`config.mk`:
```
export PLATFORM = sky130hd
export DESIGN_NAME = lock_sequencer
export DESIGN_NICKNAME = d
export VERILOG_FILES = /design/src/rtl/lock_sequencer.sv
export SDC_FILE = /design/constraint.sdc
export NUM_CORES = 1
export LEC_CHECK = 0
export CORE_AREA = 2 2 88 90
export DETAILED_ROUTE_END_ITERATION = 6
export DIE_AREA = 0 0 90 92
export PLACE_DENSITY = 0.76
export SLEW_MARGIN = 15
export SYNTH_ARGS = -nofsm -noshare
export SYNTH_HDL_FRONTEND = slang
export SYNTH_SLANG_ARGS = --single-unit
```
`constraint.sdc`:
```
create_clock -name clk -period 4.79 [get_ports clk]
set_input_delay 0.479 -clock clk [delete_from_list [all_inputs] [get_ports clk]]
set_output_delay 0.479 -clock clk [all_outputs]
set_load 0.01 [all_outputs]
```
`src/rtl/lock_sequencer.sv`:
```
// ---------------------------------------------------------------------------
// lock_sequencer
//
// Keypad-driven sequencer for the combination lock. It takes one 4-bit key
// code per `valid` strobe, collects password digits and runs these flows:
// enter/compare, change-password and lockout. It also holds the stored
// password register.
//
// Key codes: 0-9 are digits, 4'hA is '*', 4'hB is '#', 4'hC-4'hF are ignored.
//
// Parameters
//   CODE_LEN       digits per password (1..8)
//   MAX_TRIES      consecutive failed compares before lockout (1..7)
//   OPEN_CYCLES    cycles `open` is held after a match
//   LOCKOUT_CYCLES cycles `lock` is held
//   DEFAULT_PW     password after reset, first digit in the MS nibble
//   IDLE_TIMEOUT   inactivity limit in cycles (used only with LOCK_TIMEOUT_EN)
//
// Ports
//   clk         in   system clock
//   reset_1     in   synchronous active-high reset
//   code[3:0]   in   key code, qualified by valid
//   valid       in   one-cycle strobe, one code consumed per high cycle
//   open        out  lock released (state OPEN, one cycle behind the state)
//   lock        out  lockout active (state LOCKOUT, one cycle behind)
//   save_light  out  change-password flow active (SAV_* states, one cycle behind)
//   err         out  one-cycle pulse on a failed, aborted or timed-out entry
//   tries[2:0]  out  current consecutive-failure count
//
// Build option
//   LOCK_TIMEOUT_EN  when this is defined, a partial entry in ENTER/SAV_* is
//                    abandoned with an `err` pulse after IDLE_TIMEOUT cycles
//                    without `valid`.
// ---------------------------------------------------------------------------
module lock_sequencer #(
   parameter int                    CODE_LEN       = 4,
   parameter int                    MAX_TRIES      = 3,
   parameter int                    OPEN_CYCLES    = 500,
   parameter int                    LOCKOUT_CYCLES = 1000,
   parameter logic [4*CODE_LEN-1:0] DEFAULT_PW     = 16'h1234,
   parameter int                    IDLE_TIMEOUT   = 2000
) (
   input  logic       clk,
   input  logic       reset_1,
   input  logic [3:0] code,
   input  logic       valid,
   output logic       open,
   output logic       lock,
   output logic       save_light,
   output logic       err,
   output logic [2:0] tries
);

   localparam int BUF_W  = 4 * CODE_LEN;
   localparam int CNT_W  = $clog2(CODE_LEN + 1);
   localparam int OPEN_W = (OPEN_CYCLES > 1) ? $clog2(OPEN_CYCLES) : 1;
   localparam int LOCK_W = (LOCKOUT_CYCLES > 1) ? $clog2(LOCKOUT_CYCLES) : 1;

   localparam logic [CNT_W-1:0]  CNT_FULL  = CNT_W'(CODE_LEN);
   localparam logic [OPEN_W-1:0] OPEN_LOAD = OPEN_W'(OPEN_CYCLES - 1);
   localparam logic [LOCK_W-1:0] LOCK_LOAD = LOCK_W'(LOCKOUT_CYCLES - 1);
   localparam logic [2:0]        TRY_MAX   = 3'(MAX_TRIES);

   // Stop elaboration if a parameter is outside the range the logic supports.
   if (CODE_LEN < 1 || CODE_LEN > 8 || MAX_TRIES < 1 || MAX_TRIES > 7 ||
       OPEN_CYCLES < 2 || LOCKOUT_CYCLES < 2 || IDLE_TIMEOUT < 2) begin : g_param_check
      $error("lock_sequencer: parameter out of supported range");
   end

   typedef enum logic [2:0] {
      S_IDLE,
      S_ENTER,
      S_CHECK,
      S_OPEN,
      S_SAV_OLD,
      S_SAV_NEW,
      S_SAV_CONF,
      S_LOCKOUT
   } state_t;

   state_t             state_reg,    state_next;
   logic [BUF_W-1:0]   buf_reg,      buf_next;
   logic [CNT_W-1:0]   cnt_reg,      cnt_next;
   logic               ovf_reg,      ovf_next;
   logic [BUF_W-1:0]   pw_reg,       pw_next;
   logic [BUF_W-1:0]   new_pw_reg,   new_pw_next;
   logic [2:0]         tries_reg,    tries_next;
   logic [OPEN_W-1:0]  open_tmr_reg, open_tmr_next;
   logic [LOCK_W-1:0]  lock_tmr_reg, lock_tmr_next;
   logic               err_next;

   logic               open_reg;
   logic               lock_reg;
   logic               save_reg;
   logic               err_reg;

`ifdef LOCK_TIMEOUT_EN
   localparam int                IDLE_W    = $clog2(IDLE_TIMEOUT);
   localparam logic [IDLE_W-1:0] IDLE_LOAD = IDLE_W'(IDLE_TIMEOUT - 1);
   logic [IDLE_W-1:0]  idle_tmr_reg, idle_tmr_next;
`endif

   // Key decode
   logic key_digit, key_star, key_hash;
   assign key_digit = valid && (code <= 4'd9);
   assign key_star  = valid && (code == 4'hA);
   assign key_hash  = valid && (code == 4'hB);

   // An entry has the right length only when exactly CODE_LEN digits arrived.
   logic entry_full, pw_match, new_match;
   assign entry_full = (cnt_reg == CNT_FULL) && !ovf_reg;
   assign pw_match   = entry_full && (buf_reg == pw_reg);
   assign new_match  = entry_full && (buf_reg == new_pw_reg);

   logic [2:0] tries_inc;
   assign tries_inc = tries_reg + 3'd1;

   // Action flags that the state decode sets. They are applied after the case
   // so the buffer and try handling is written once.
   logic shift_digit, clear_buf, try_failed;

   always_comb begin
      state_next    = state_reg;
      buf_next      = buf_reg;
      cnt_next      = cnt_reg;
      ovf_next      = ovf_reg;
      pw_next       = pw_reg;
      new_pw_next   = new_pw_reg;
      tries_next    = tries_reg;
      open_tmr_next = open_tmr_reg;
      lock_tmr_next = lock_tmr_reg;
      err_next      = 1'b0;
      shift_digit   = 1'b0;
      clear_buf     = 1'b0;
      try_failed    = 1'b0;
`ifdef LOCK_TIMEOUT_EN
      idle_tmr_next = IDLE_LOAD;
`endif

      case (state_reg)
         S_IDLE: begin
            if (key_digit) begin
               // The first digit starts a fresh entry directly.
               buf_next   = BUF_W'(code);
               cnt_next   = CNT_W'(1);
               ovf_next   = 1'b0;
               state_next = S_ENTER;
            end else if (key_star) begin
               clear_buf  = 1'b1;
               state_next = S_SAV_OLD;
            end
         end

         S_ENTER: begin
            if (key_digit) begin
               shift_digit = 1'b1;
            end else if (key_hash) begin
               state_next = S_CHECK;
            end else if (key_star) begin
               clear_buf  = 1'b1;
               state_next = S_IDLE;
            end
         end

         S_CHECK: begin
            // Any strobe in this cycle is dropped. The keypad paces its strobes.
            if (pw_match) begin
               tries_next    = 3'd0;
               open_tmr_next = OPEN_LOAD;
               state_next    = S_OPEN;
            end else begin
               try_failed = 1'b1;
            end
            clear_buf = 1'b1;
         end

         S_OPEN: begin
            if (key_hash) begin
               open_tmr_next = OPEN_LOAD;
            end else if (open_tmr_reg == '0) begin
               state_next = S_IDLE;
            end else begin
               open_tmr_next = open_tmr_reg - OPEN_W'(1);
            end
         end

         S_SAV_OLD: begin
            if (key_digit) begin
               shift_digit = 1'b1;
            end else if (key_star) begin
               clear_buf  = 1'b1;
               state_next = S_IDLE;
            end else if (key_hash) begin
               clear_buf = 1'b1;
               if (pw_match) begin
                  tries_next = 3'd0;
                  state_next = S_SAV_NEW;
               end else begin
                  try_failed = 1'b1;
               end
            end
         end

         S_SAV_NEW: begin
            if (key_digit) begin
               shift_digit = 1'b1;
            end else if (key_star) begin
               clear_buf  = 1'b1;
               state_next = S_IDLE;
            end else if (key_hash) begin
               clear_buf = 1'b1;
               if (entry_full) begin
                  new_pw_next = buf_reg;
                  state_next  = S_SAV_CONF;
               end else begin
                  err_next   = 1'b1;
                  state_next = S_IDLE;
               end
            end
         end

         S_SAV_CONF: begin
            if (key_digit) begin
               shift_digit = 1'b1;
            end else if (key_star) begin
               clear_buf  = 1'b1;
               state_next = S_IDLE;
            end else if (key_hash) begin
               clear_buf  = 1'b1;
               state_next = S_IDLE;
               // The password is written only here, so pw is never half-updated.
               if (new_match) begin
                  pw_next = new_pw_reg;
               end else begin
                  err_next = 1'b1;
               end
            end
         end

         S_LOCKOUT: begin
            if (lock_tmr_reg == '0) begin
               tries_next = 3'd0;
               state_next = S_IDLE;
            end else begin
               lock_tmr_next = lock_tmr_reg - LOCK_W'(1);
            end
         end

         default: begin
            state_next = S_IDLE;
         end
      endcase

      // A failed compare in CHECK or SAV_OLD counts toward lockout.
      if (try_failed) begin
         err_next   = 1'b1;
         tries_next = tries_inc;
         if (tries_inc >= TRY_MAX) begin
            lock_tmr_next = LOCK_LOAD;
            state_next    = S_LOCKOUT;
         end else begin
            state_next = S_IDLE;
         end
      end

`ifdef LOCK_TIMEOUT_EN
      // The inactivity counter runs only while an entry is partly collected.
      // It stays loaded in every other state, so each flow starts with the
      // full allowance.
      if (state_reg == S_ENTER || state_reg == S_SAV_OLD ||
          state_reg == S_SAV_NEW || state_reg == S_SAV_CONF) begin
         if (valid) begin
            idle_tmr_next = IDLE_LOAD;
         end else if (idle_tmr_reg == '0) begin
            err_next   = 1'b1;
            clear_buf  = 1'b1;
            state_next = S_IDLE;
         end else begin
            idle_tmr_next = idle_tmr_reg - IDLE_W'(1);
         end
      end
`endif

      // Digits after the buffer is full only mark overflow. They are not stored.
      if (shift_digit) begin
         if (cnt_reg == CNT_FULL) begin
            ovf_next = 1'b1;
         end else begin
            buf_next = BUF_W'({buf_reg, code});
            cnt_next = cnt_reg + CNT_W'(1);
         end
      end

      if (clear_buf) begin
         buf_next = '0;
         cnt_next = '0;
         ovf_next = 1'b0;
      end
   end

   always_ff @(posedge clk) begin
      if (reset_1) begin
         state_reg    <= S_IDLE;
         buf_reg      <= '0;
         cnt_reg      <= '0;
         ovf_reg      <= 1'b0;
         pw_reg       <= DEFAULT_PW;
         new_pw_reg   <= '0;
         tries_reg    <= 3'd0;
         open_tmr_reg <= '0;
         lock_tmr_reg <= '0;
         open_reg     <= 1'b0;
         lock_reg     <= 1'b0;
         save_reg     <= 1'b0;
         err_reg      <= 1'b0;
      end else begin
         state_reg    <= state_next;
         buf_reg      <= buf_next;
         cnt_reg      <= cnt_next;
         ovf_reg      <= ovf_next;
         pw_reg       <= pw_next;
         new_pw_reg   <= new_pw_next;
         tries_reg    <= tries_next;
         open_tmr_reg <= open_tmr_next;
         lock_tmr_reg <= lock_tmr_next;
         // Indicators follow the current state, so they change one cycle
         // after the state changes. err is registered from the cycle of the
         // transition.
         open_reg     <= (state_reg == S_OPEN);
         lock_reg     <= (state_reg == S_LOCKOUT);
         save_reg     <= (state_reg == S_SAV_OLD) || (state_reg == S_SAV_NEW) ||
                         (state_reg == S_SAV_CONF);
         err_reg      <= err_next;
      end
   end

`ifdef LOCK_TIMEOUT_EN
   always_ff @(posedge clk) begin
      if (reset_1) begin
         idle_tmr_reg <= '0;
      end else begin
         idle_tmr_reg <= idle_tmr_next;
      end
   end
`endif

   assign open       = open_reg;
   assign lock       = lock_reg;
   assign save_light = save_reg;
   assign err        = err_reg;
   assign tries      = tries_reg;

endmodule

```
==> reports/results.txt, run 1 <==
Status: completed
Lkg Pwr: 1.61 nW
Antenna violations before repair: 0
Post-synthesis cell area: 0.00397 mm2
Clock buffer depth: 2
Final worst-path setup slack: 2.14 ns
IO buf count: 13
Setup crit start: valid
Hold/Removal Path Class: reg2reg
CP max FO: 11
Final Hold Vio Count: 0
Fin nets: 472
Die area: 0.00828 mm2
Setup violations, final: 0
Least-Margin Pin Slew: 0.963 ns
Fill count: 705
Top cells by count, synth: 81 x dfxtp_1, 51 x nor2_1, 40 x a21oi_1
Worst Clk Skew: 0.0102 ns
Gpl congestion: 0.860
#FFs+latches synth: 81
WL/cell: 14.2 um
Htree depth: 3
Most numerous cell in the Yosys netlist: dfxtp_1
Max Slew Vio Count: 0
Reg clk slew, reported paths: 0.08 ns
Largest net degree at the start of global routing: 54
Routed Antenna Nets: 0
Cts hold-fix bufs: 0
Min Hold Slack: 0.485 ns
Yosys top cell area share: 40.8%
Slew HR: 34.1%
Hold_sp: ovf_reg$_SDFF_PP0_
Post-DR vias/cell: 5.61
CP Launch Type: input port
RSZ-0062 raised after global routing: no
Worst-Skew Late Latency: 0.35 ns
Syn-to-layout area delta: 9.11%
Tot GR Track Use: 20.7%
Capturing element type of the critical path: flip-flop
Crit path DAT: 2.91 ns
Yosys cell types: 55
Tmin final: 2.65 ns
First-pass GRT wire length: 14.0 mm
Top Ports: 14
Synth area leader: dfxtp_1
Worst r2r src: cnt_reg[0]$_SDFF_PP0_
Cell Pwr Density: 297 mW/mm2
Maxcap violations: 0
EDFF count, synth: 0
Post-detail-place hpwl: 5.59 mm
Total power: 1.29 mW
Share of layout cells above drive strength 1: 7.76%
Req. time, crit path: 5.04 ns
Yosys warnings: 0
Worst vdd ir: 0.221 mV
Top_reg_cell synth: dfxtp_1
Ys async rst share: 0%
Post-cts resize count: 0
Die W: 90 um
Non-filler cells, final: 566
Num rows: 32
Clock sinks: 81
Clock buffer count from CTS: 9
Top cells by area, synth: dfxtp_1 41%, mux2i_1 8.6%, xor2_1 7.3%, a21oi_1 5.0%, nor2_1 4.8%
Post CTS Setup Buffer Count: 0
Place WS: 1.82 ns
First DRT Iteration DRCs: 103
Critical path class: in2reg
Starting Density: 53.3%
Achievable frequency: 0.377 GHz
Core Region: 0.00745 mm2
Post-placement cell count: 550
Avg Inst Size Synth: 8.73 um2
Setup Total Neg Slack: 0 ns
# DRC: 0
Vias in the first global route: 3024
TritonCTS clock tree: yes
GR Overflow Total: 0
DR vias: 3175
Die Height: 92 um
Diode count: 0
Post-Synthesis Cells: 455
Proportion of synthesized chip area in sequential cells: 40.8%
Mapped Nets: 468
Period utilization: 55.4%
DRT Wirelength: 8.02 mm
Multi-input gate area: 0.00221 mm2
DR pass1 iterations: 4
Sequential cell area: 0.00162 mm2
CTS Root Cell: clkbuf_8
==> layer usage <==
metal,vias up,GRT usage (%),wire length [um]
met3,8,5.59,257
met1,1518,24.4,3680
met5,-,0,0
met4,0,8.21,93
met2,43,35.7,3990
li1,1606,-,-
==> cell usage in the layout, fill, tap and decap left out, types with 3 or more instances in the layout <==
| cell | synthesis | routed |
|---|---|---|
| dfxtp_1 | 81 | 81 |
| nor2_1 | 51 | 51 |
| a21oi_1 | 40 | 40 |
| nand2_1 | 35 | 35 |
| mux2i_1 | 34 | 34 |
| xor2_1 | 33 | 33 |
| nand3_1 | 23 | 23 |
| inv_1 | 13 | 13 |
| nor3_1 | 12 | 12 |
| clkdlybuf4s50_1 | 0 | 12 |
| clkbuf_8 | 0 | 11 |
| o21ai_0 | 9 | 9 |
| nand2b_1 | 8 | 8 |
| nor4_1 | 8 | 8 |
| xnor2_1 | 6 | 6 |
| ha_1 | 6 | 6 |
| nor2b_1 | 5 | 5 |
| or2_2 | 5 | 5 |
| a311oi_1 | 5 | 5 |
| and3_1 | 4 | 4 |
| a211oi_1 | 4 | 4 |
| nand4b_1 | 3 | 3 |
| a31oi_1 | 3 | 3 |
| a21boi_0 | 3 | 3 |
| o22ai_1 | 3 | 3 |
| clkinvlp_4 | 0 | 3 |
==> logic make-up (layout without fill, tap and decap cells) <==
logic type | Yosys count | after routing | synth area share [%]
flip-flops | 81 | 81 | 40.8
AND/OR/NAND/NOR | 174 | 174 | 22.3
adder cells (fa/ha/maj) | 6 | 6 | 1.89
buffers and inverters | 35 | 44 | 3.59
multiplexers | 35 | 35 | 8.85
AO/OA/AOI/OAI | 85 | 85 | 14.0
XOR/XNOR | 39 | 39 | 8.60
==> path summary, 6_finish.rpt <==
kind	to	slack (ns)	cells past startpoint
max	lock_tmr_reg[4]$_SDFF_PP0_	2.14	7
min	ovf_reg$_SDFF_PP0_	0.49	2
max reg2reg	lock_tmr_reg[2]$_SDFF_PP0_	2.14	8
min reg2reg	ovf_reg$_SDFF_PP0_	0.49	2
==> critical path: stages <==
cell	delay [ns]
clkdlybuf4s50_1	0.60
and4b_1	0.39
nand3_1	0.22
o21ai_0	0.29
o21ai_1	0.26
nand2b_1	0.40
and3_1	0.26
==> stage by stage <==
stage,instance area [um2],util [%]
final,4330,58.2
after floorplan,3970,-
after detailed placement,4150,55.7
after global placement,4150,55.7
after CTS,4330,58.2
after global routing,4330,58.2
==> final cells by class <==
class	instances	area share, %
inverter	13	1.13
tap	102	2.95
timing repair buffer	15	3.23
sequential	81	37.4
clock buffer	12	3.58
clock inverter	4	0.635
multi-input combinational	339	51.1
==> power by group <==
part / internal (mW) / switching [mW] / total, mW
registers: 0.684 / 0.0231 / 0.707
clock network: 0.216 / 0.244 / 0.460
logic: 0.0435 / 0.0783 / 0.122
No activity file was read; power rests on OpenSTA's default activity.
==> inputs of run 2 (changes only) <==
==> constraint.sdc (replaced) <==
create_clock -name clk -period 2.65 [get_ports clk]
set_input_delay 0.265 -clock clk [delete_from_list [all_inputs] [get_ports clk]]
set_output_delay 0.265 -clock clk [all_outputs]
set_load 0.01 [all_outputs]
==> run 2 against run 1 <==
Against the previous run:
- worst hold slack worse by 0.16 ns
- sequential share of layout area is 1.1 points lower
- via count is 2.0% higher
- non-clock buffer count is 10 higher
- power is 95% higher
- combinational power is 93% higher
- setup slack worse by 1.9 ns
- final cell count is 1.6% higher
- global-route usage is 0.51 points higher
- routed wire length is 5.7% higher
- sequential cell count stayed put
- critical path type is now reg2reg
- critical endpoint is now open_tmr_reg[8]$_SDFFE_PP0P_
==> reports/results.txt, run 2 (same netlist as run 1, synthesis figures left out) <==
Share of layout cells above drive strength 1: 9.51% (was 7.76%)
Htree depth: 3 (unchanged)
TritonCTS clock tree: yes (unchanged)
Die Height: 92 um (unchanged)
Routed Antenna Nets: 0 (unchanged)
Setup violations, final: 0 (unchanged)
Num rows: 32 (unchanged)
Lkg Pwr: 1.68 nW (was 1.61 nW)
Post CTS Setup Buffer Count: 0 (unchanged)
Reg clk slew, reported paths: 0.09 ns (was 0.08 ns)
Achievable frequency: 0.419 GHz
DR pass1 iterations: 4 (unchanged)
CP Launch Type: flip-flop (was input port)
Worst-Skew Late Latency: 0.36 ns (was 0.35 ns)
Worst hold stages: 3 (was 2)
Fin nets: 482 (was 472)
Gpl congestion: 0.898 (was 0.860)
CTS Root Cell: clkbuf_8 (unchanged)
Cell Pwr Density: 563 mW/mm2 (was 297 mW/mm2)
Worst r2r src: open_tmr_reg[0]$_SDFFE_PP0P_ (was cnt_reg[0]$_SDFF_PP0_)
Critical path class: reg2reg (was in2reg)
DRT Wirelength: 8.48 mm (was 8.02 mm)
Non-filler cells, final: 575 (was 566)
Setup Total Neg Slack: 0 ns (unchanged)
Post-placement cell count: 560 (was 550)
Least-Margin Pin Slew: 0.669 ns (was 0.963 ns)
Starting Density: 53.3% (unchanged)
Period utilization: 90.1%
Cts hold-fix bufs: 0 (unchanged)
First-pass GRT wire length: 14.3 mm (was 14.0 mm)
Clock buffer depth: 2 (unchanged)
Hold_sp: reset_1 (was ovf_reg$_SDFF_PP0_)
Largest net degree at the start of global routing: 53 (was 54)
IO buf count: 13 (unchanged)
Worst Hold Endpoint: pw_reg[12]$_SDFFE_PP1P_ (was ovf_reg$_SDFF_PP0_)
Clock sinks: 81 (unchanged)
Tot GR Track Use: 21.2% (was 20.7%)
Tmin final: 2.39 ns
Clock buffer count from CTS: 9 (unchanged)
Crit path DAT: 2.68 ns (was 2.91 ns)
Worst vdd ir: 0.419 mV (was 0.221 mV)
Hold/Removal Path Class: in2reg (was reg2reg)
Fin util: 60.0% (was 58.2%)
Capturing element type of the critical path: flip-flop (unchanged)
Max Slew Vio Count: 0 (unchanged)
Vias in the first global route: 3087 (was 3024)
Slew HR: 55.3% (was 34.1%)
Top Ports: 14 (unchanged)
Post-DR vias/cell: 5.63 (was 5.61)
Final Hold Vio Count: 0 (unchanged)
First DRT Iteration DRCs: 173 (was 103)
Status: completed (unchanged)
Req. time, crit path: 2.94 ns (was 5.04 ns)
Reg2reg end: open_tmr_reg[8]$_SDFFE_PP0P_ (was lock_tmr_reg[2]$_SDFF_PP0_)
Worst R2R Setup Slack: 0.26 ns (was 2.14 ns)
GR Overflow Total: 0 (unchanged)
Most frequent cells in the layout: 81 x dfxtp_1, 51 x nor2_1, 40 x a21oi_1, 35 x nand2_1, 34 x mux2i_1 (unchanged)
Diode count: 0 (unchanged)
WL/cell: 14.7 um (was 14.2 um)
# DRC: 0 (unchanged)
Post-cts resize count: 0 (unchanged)
Die area: 0.00828 mm2 (unchanged)
CP max FO: 10 (was 11)
DR vias: 3238 (was 3175)
Core Region: 0.00745 mm2 (unchanged)
RSZ-0062 raised after global routing: no (unchanged)
Worst Clk Skew: 0.0106 ns (was 0.0102 ns)
Antenna violations before repair: 0 (unchanged)
R2R depth: 9 (was 8)
Post-detail-place hpwl: 5.88 mm (was 5.59 mm)
Maxcap violations: 0 (unchanged)
Die W: 90 um (unchanged)
Commonest non-fill, non-tap cell in the layout: dfxtp_1 (unchanged)
Syn-to-layout area delta: 12.5% (was 9.11%)
-- run 2: metal layers --
metal / up-vias / GRT usage [%] / share of wire (%)
li1: 1628 / - / -
met1: 1542 / 24.7 / 44
met2: 55 / 38.3 / 51
met3: 13 / 4.35 / 2.9
met4: 0 / 7.82 / 1.9
met5: - / 0 / 0
-- run 2: final cells by class --
type	instances	area (um2)
Inverter	13	48.8
Multi-Input combinational cell	339	2210
Tap cell	102	128
Fill cell	674	2980
Clock buffer	11	141
Sequential cell	81	1620
Clock inverter	4	76.3
Timing Repair Buffer	25	240
-- run 2: worst max-delay path, stage by stage (launching register included) --
cell,delay (ns)
dfxtp_1,0.35
inv_1,0.07
ha_1,0.22
or3b_2,0.50
a2111oi_2,0.38
or2_2,0.23
o31ai_2,0.07
buf_4,0.17
a31o_2,0.23
a21oi_1,0.10
-- run 2: how the worst max path moves through the flow --
stage	start	endpoint	slack, ns	cells after the start
floorplan	cnt_reg[0]$_SDFF_PP0_	pw_reg[12]$_SDFFE_PP1P_	0.47	9
global placement	code[1]	open_tmr_reg[3]$_SDFFE_PP0P_	0.18	7
detailed placement	code[1]	open_tmr_reg[2]$_SDFFE_PP0P_	0.11	7
CTS	open_tmr_reg[0]$_SDFFE_PP0P_	open_tmr_reg[8]$_SDFFE_PP0P_	0.25	9
global route	open_tmr_reg[0]$_SDFFE_PP0P_	open_tmr_reg[8]$_SDFFE_PP0P_	0.07	9
finish	open_tmr_reg[0]$_SDFFE_PP0P_	open_tmr_reg[8]$_SDFFE_PP0P_	0.26	9
-- run 2: where the power goes --
part / switching, mW / internal, mW
logic: 0.144 / 0.0924
registers: 0.0402 / 1.24
clock network: 0.449 / 0.555
total: 0.633 / 1.88
-- run 2: through the flow --
step	setup slack [ns]	cell area (um2)	total power, mW	hold slack (ns)
5_1_grt	0.0680	4470	2.61	0.345
3_5_place_dp	0.107	4250	1.54	0.475
6_report	0.264	4470	2.52	0.321
3_3_place_gp	0.183	4250	1.53	0.459
2_1_floorplan	0.469	3970	1.46	0.405
4_1_cts	0.253	4470	2.54	0.318
==> inputs of run 3 (changes only) <==
--- a/config.mk
+++ b/config.mk
@@ -5,10 +5,11 @@
 export SDC_FILE = /design/constraint.sdc
 export NUM_CORES = 1
 export LEC_CHECK = 0
-export CORE_AREA = 2 2 88 90
+export CORE_AREA = 4 4 90 92
 export DETAILED_ROUTE_END_ITERATION = 6
-export DIE_AREA = 0 0 90 92
+export DIE_AREA = 0 0 94 96
 export PLACE_DENSITY = 0.76
+export RECOVER_POWER = 50
 export SLEW_MARGIN = 15
 export SYNTH_ARGS = -nofsm -noshare
 export SYNTH_HDL_FRONTEND = slang
==> run 3 against run 2 <==
Against the previous run:
- via count grew 0.90%
- clock skew is 0.0043 ns lower
- fmax shrank 0.86%
- worst hold slack lost 0.11 ns
- final cell count rose by 0.17%
- setup slack got worse by 0.021 ns
- power down 0.84%
- design area is 0.20% lower
- first-iteration DRC count shrank 8.1%
- sequential cell count unchanged
==> reports/results.txt, run 3 (same netlist as run 1, synthesis figures left out) <==
Placed cell area: 0.00428 mm2 (was 0.00425 mm2)
Ordered list of cells on the worst path: inv_1 > ha_1 > nand3b_1 > nor4_1 > nand3_1 > o21ai_1 > nand2b_1 > and3_1 (was inv_1 > ha_1 > or3b_2 > a2111oi_2 > or2_2 > o31ai_2 > buf_4 > a31o_2 > a21oi_1)
Worst-Skew Late Latency: 0.36 ns (about the same)
Top Ports: 14 (unchanged)
DR pass1 iterations: 5 (was 4)
Achievable frequency: 0.415 GHz (was 0.419 GHz)
CTS Root Cell: clkbuf_8 (unchanged)
Diode count: 0 (unchanged)
Crit path DAT: 2.71 ns (was 2.68 ns)
Place WS: 0.113 ns (was 0.107 ns)
Final worst-path setup slack: 0.243 ns (was 0.264 ns)
Hold/Removal Path Class: in2reg (unchanged)
Slew HR: 34.3% (was 55.3%)
CP peak stage delay: 0.41 ns (was 0.50 ns)
First DRT Iteration DRCs: 159 (was 173)
Setup Total Neg Slack: 0 ns (unchanged)
Tot GR Track Use: 20.5% (was 21.2%)
DR vias: 3267 (was 3238)
Share of layout cells above drive strength 1: 9.43% (was 9.51%)
Req. time, crit path: 2.95 ns (was 2.94 ns)
Core Region: 0.00721 mm2 (was 0.00745 mm2)
Setup crit start: cnt_reg[0]$_SDFF_PP0_ (was open_tmr_reg[0]$_SDFFE_PP0P_)
Critical Path End: lock_tmr_reg[4]$_SDFF_PP0_ (was open_tmr_reg[8]$_SDFFE_PP0P_)
RSZ-0062 raised after global routing: no (unchanged)
WL/cell: 14.7 um (about the same)
Post-placement cell count: 561 (was 560)
Cell area after layout: 0.00446 mm2 (was 0.00447 mm2)
IO buf count: 13 (unchanged)
Commonest non-fill, non-tap cell in the layout: dfxtp_1 (unchanged)
Status: completed (unchanged)
Slowest CP cell: nand2b_1 (was or3b_2)
CP max FO: 11 (was 10)
Fill count: 636 (was 674)
Most frequent cells in the layout: 81 x dfxtp_1, 51 x nor2_1, 40 x a21oi_1, 35 x nand2_1, 34 x mux2i_1 (unchanged)
CP Buf/Inv Count: 1 (was 2)
Worst r2r src: cnt_reg[0]$_SDFF_PP0_ (was open_tmr_reg[0]$_SDFFE_PP0P_)
Worst path depth: 8 (was 9)
Reg clk slew, reported paths: 0.08 ns (was 0.09 ns)
TritonCTS clock tree: yes (unchanged)
# DRC: 0 (unchanged)
Min Hold Slack: 0.215 ns (was 0.321 ns)
Routed Antenna Nets: 0 (unchanged)
Num rows: 31 (was 32)
Clock sinks: 81 (unchanged)
Least-Margin Pin Slew: 0.986 ns (was 0.669 ns)
Clock buffer depth: 2 (unchanged)
Final Hold Vio Count: 0 (unchanged)
Worst vdd ir: 0.366 mV (was 0.419 mV)
DRT Wirelength: 8.44 mm (was 8.48 mm)
Htree depth: 3 (unchanged)
Tmin final: 2.41 ns (was 2.39 ns)
Cts hold-fix bufs: 0 (unchanged)
Fin util: 61.8% (was 60.0%)
Critical path class: reg2reg (unchanged)
Clock buffer count from CTS: 9 (unchanged)
Gpl congestion: 0.883 (was 0.898)
Post-detail-place hpwl: 5.72 mm (was 5.88 mm)
Maxcap violations: 0 (unchanged)
Starting Density: 55.0% (was 53.3%)
CP Launch Type: flip-flop (unchanged)
Worst Clk Skew: 0.00622 ns (was 0.0106 ns)
Post-DR vias/cell: 5.67 (was 5.63)
Non-filler cells, final: 576 (was 575)
GR Overflow Total: 0 (unchanged)
Reg2reg end: lock_tmr_reg[4]$_SDFF_PP0_ (was open_tmr_reg[8]$_SDFFE_PP0P_)
Lkg Pwr: 1.72 nW (was 1.68 nW)
Vias in the first global route: 3152 (was 3087)
Largest net degree at the start of global routing: 44 (was 53)
Period utilization: 90.8% (was 90.1%)
Worst R2R Setup Slack: 0.24 ns (was 0.26 ns)
Fin nets: 486 (was 482)
Die W: 94 um (was 90 um)
Die Height: 96 um (was 92 um)
Total power: 2.50 mW (was 2.52 mW)
R2R depth: 8 (was 9)
CP top delay family: simple AND/OR/NAND/NOR gates (was compound AO/OA/AOI/OAI gates)
Cell Pwr Density: 560 mW/mm2 (was 563 mW/mm2)
Setup violations, final: 0 (unchanged)
Post-cts resize count: 0 (unchanged)
First-pass GRT wire length: 14.6 mm (was 14.3 mm)
Syn-to-layout area delta: 12.3% (was 12.5%)
Die area: 0.00902 mm2 (was 0.00828 mm2)
Capturing element type of the critical path: flip-flop (unchanged)
Post CTS Setup Buffer Count: 0 (unchanged)
Antenna violations before repair: 0 (unchanged)
Max Slew Vio Count: 0 (unchanged)
## run 3: changes by cell type in the layout (fill, tap and decap cells not counted), sizes merged
| cell | delta |
|---|---|
| clkdlybuf4s50 | -8 |
| dlygate4sd3 | +8 |
| clkbuf | +4 |
| buf | +1 |
| clkinv | +1 |
| clkinvlp | -1 |
| inv | -1 |
## run 3: routing by layer
metal	GRT usage [%]	up-vias	wire length (um)	share of wire [%]
li1	-	1636	-	-
met1	25.1	1537	3730	44
met2	34.7	81	4140	49
met3	5.08	13	425	5.0
met4	8.18	0	149	1.8
met5	0	-	0	0
## run 3: area by class of cell
class | instances | area (um2) | area share, %
multi-input combinational | 339 | 2210 | 49.5
sequential | 81 | 1620 | 36.4
timing repair buffer | 29 | 248 | 5.56
clock buffer | 12 | 145 | 3.25
tap | 99 | 124 | 2.78
clock inverter | 3 | 65.1 | 1.46
inverter | 13 | 48.8 | 1.09
## run 3: power by group
part / switching, mW / internal (mW) / leakage, nW
registers: 0.0398 / 1.24 / 0.654
logic: 0.148 / 0.0950 / 0.956
clock network: 0.426 / 0.551 / 0.106
## run 3: worst min-delay path by stage
stage                                  start                         end  slack, ns  cells after the start
after floorplan                      code[0]       buf_reg[0]$_SDFF_PP0_       0.41                      2
after global placement    ovf_reg$_SDFF_PP0_          ovf_reg$_SDFF_PP0_       0.46                      2
after detailed placement  ovf_reg$_SDFF_PP0_          ovf_reg$_SDFF_PP0_       0.48                      2
after CTS                            reset_1  lock_tmr_reg[7]$_SDFF_PP0_       0.21                      2
after global routing                 reset_1  lock_tmr_reg[2]$_SDFF_PP0_       0.24                      2
final                                reset_1  lock_tmr_reg[7]$_SDFF_PP0_       0.21                      2
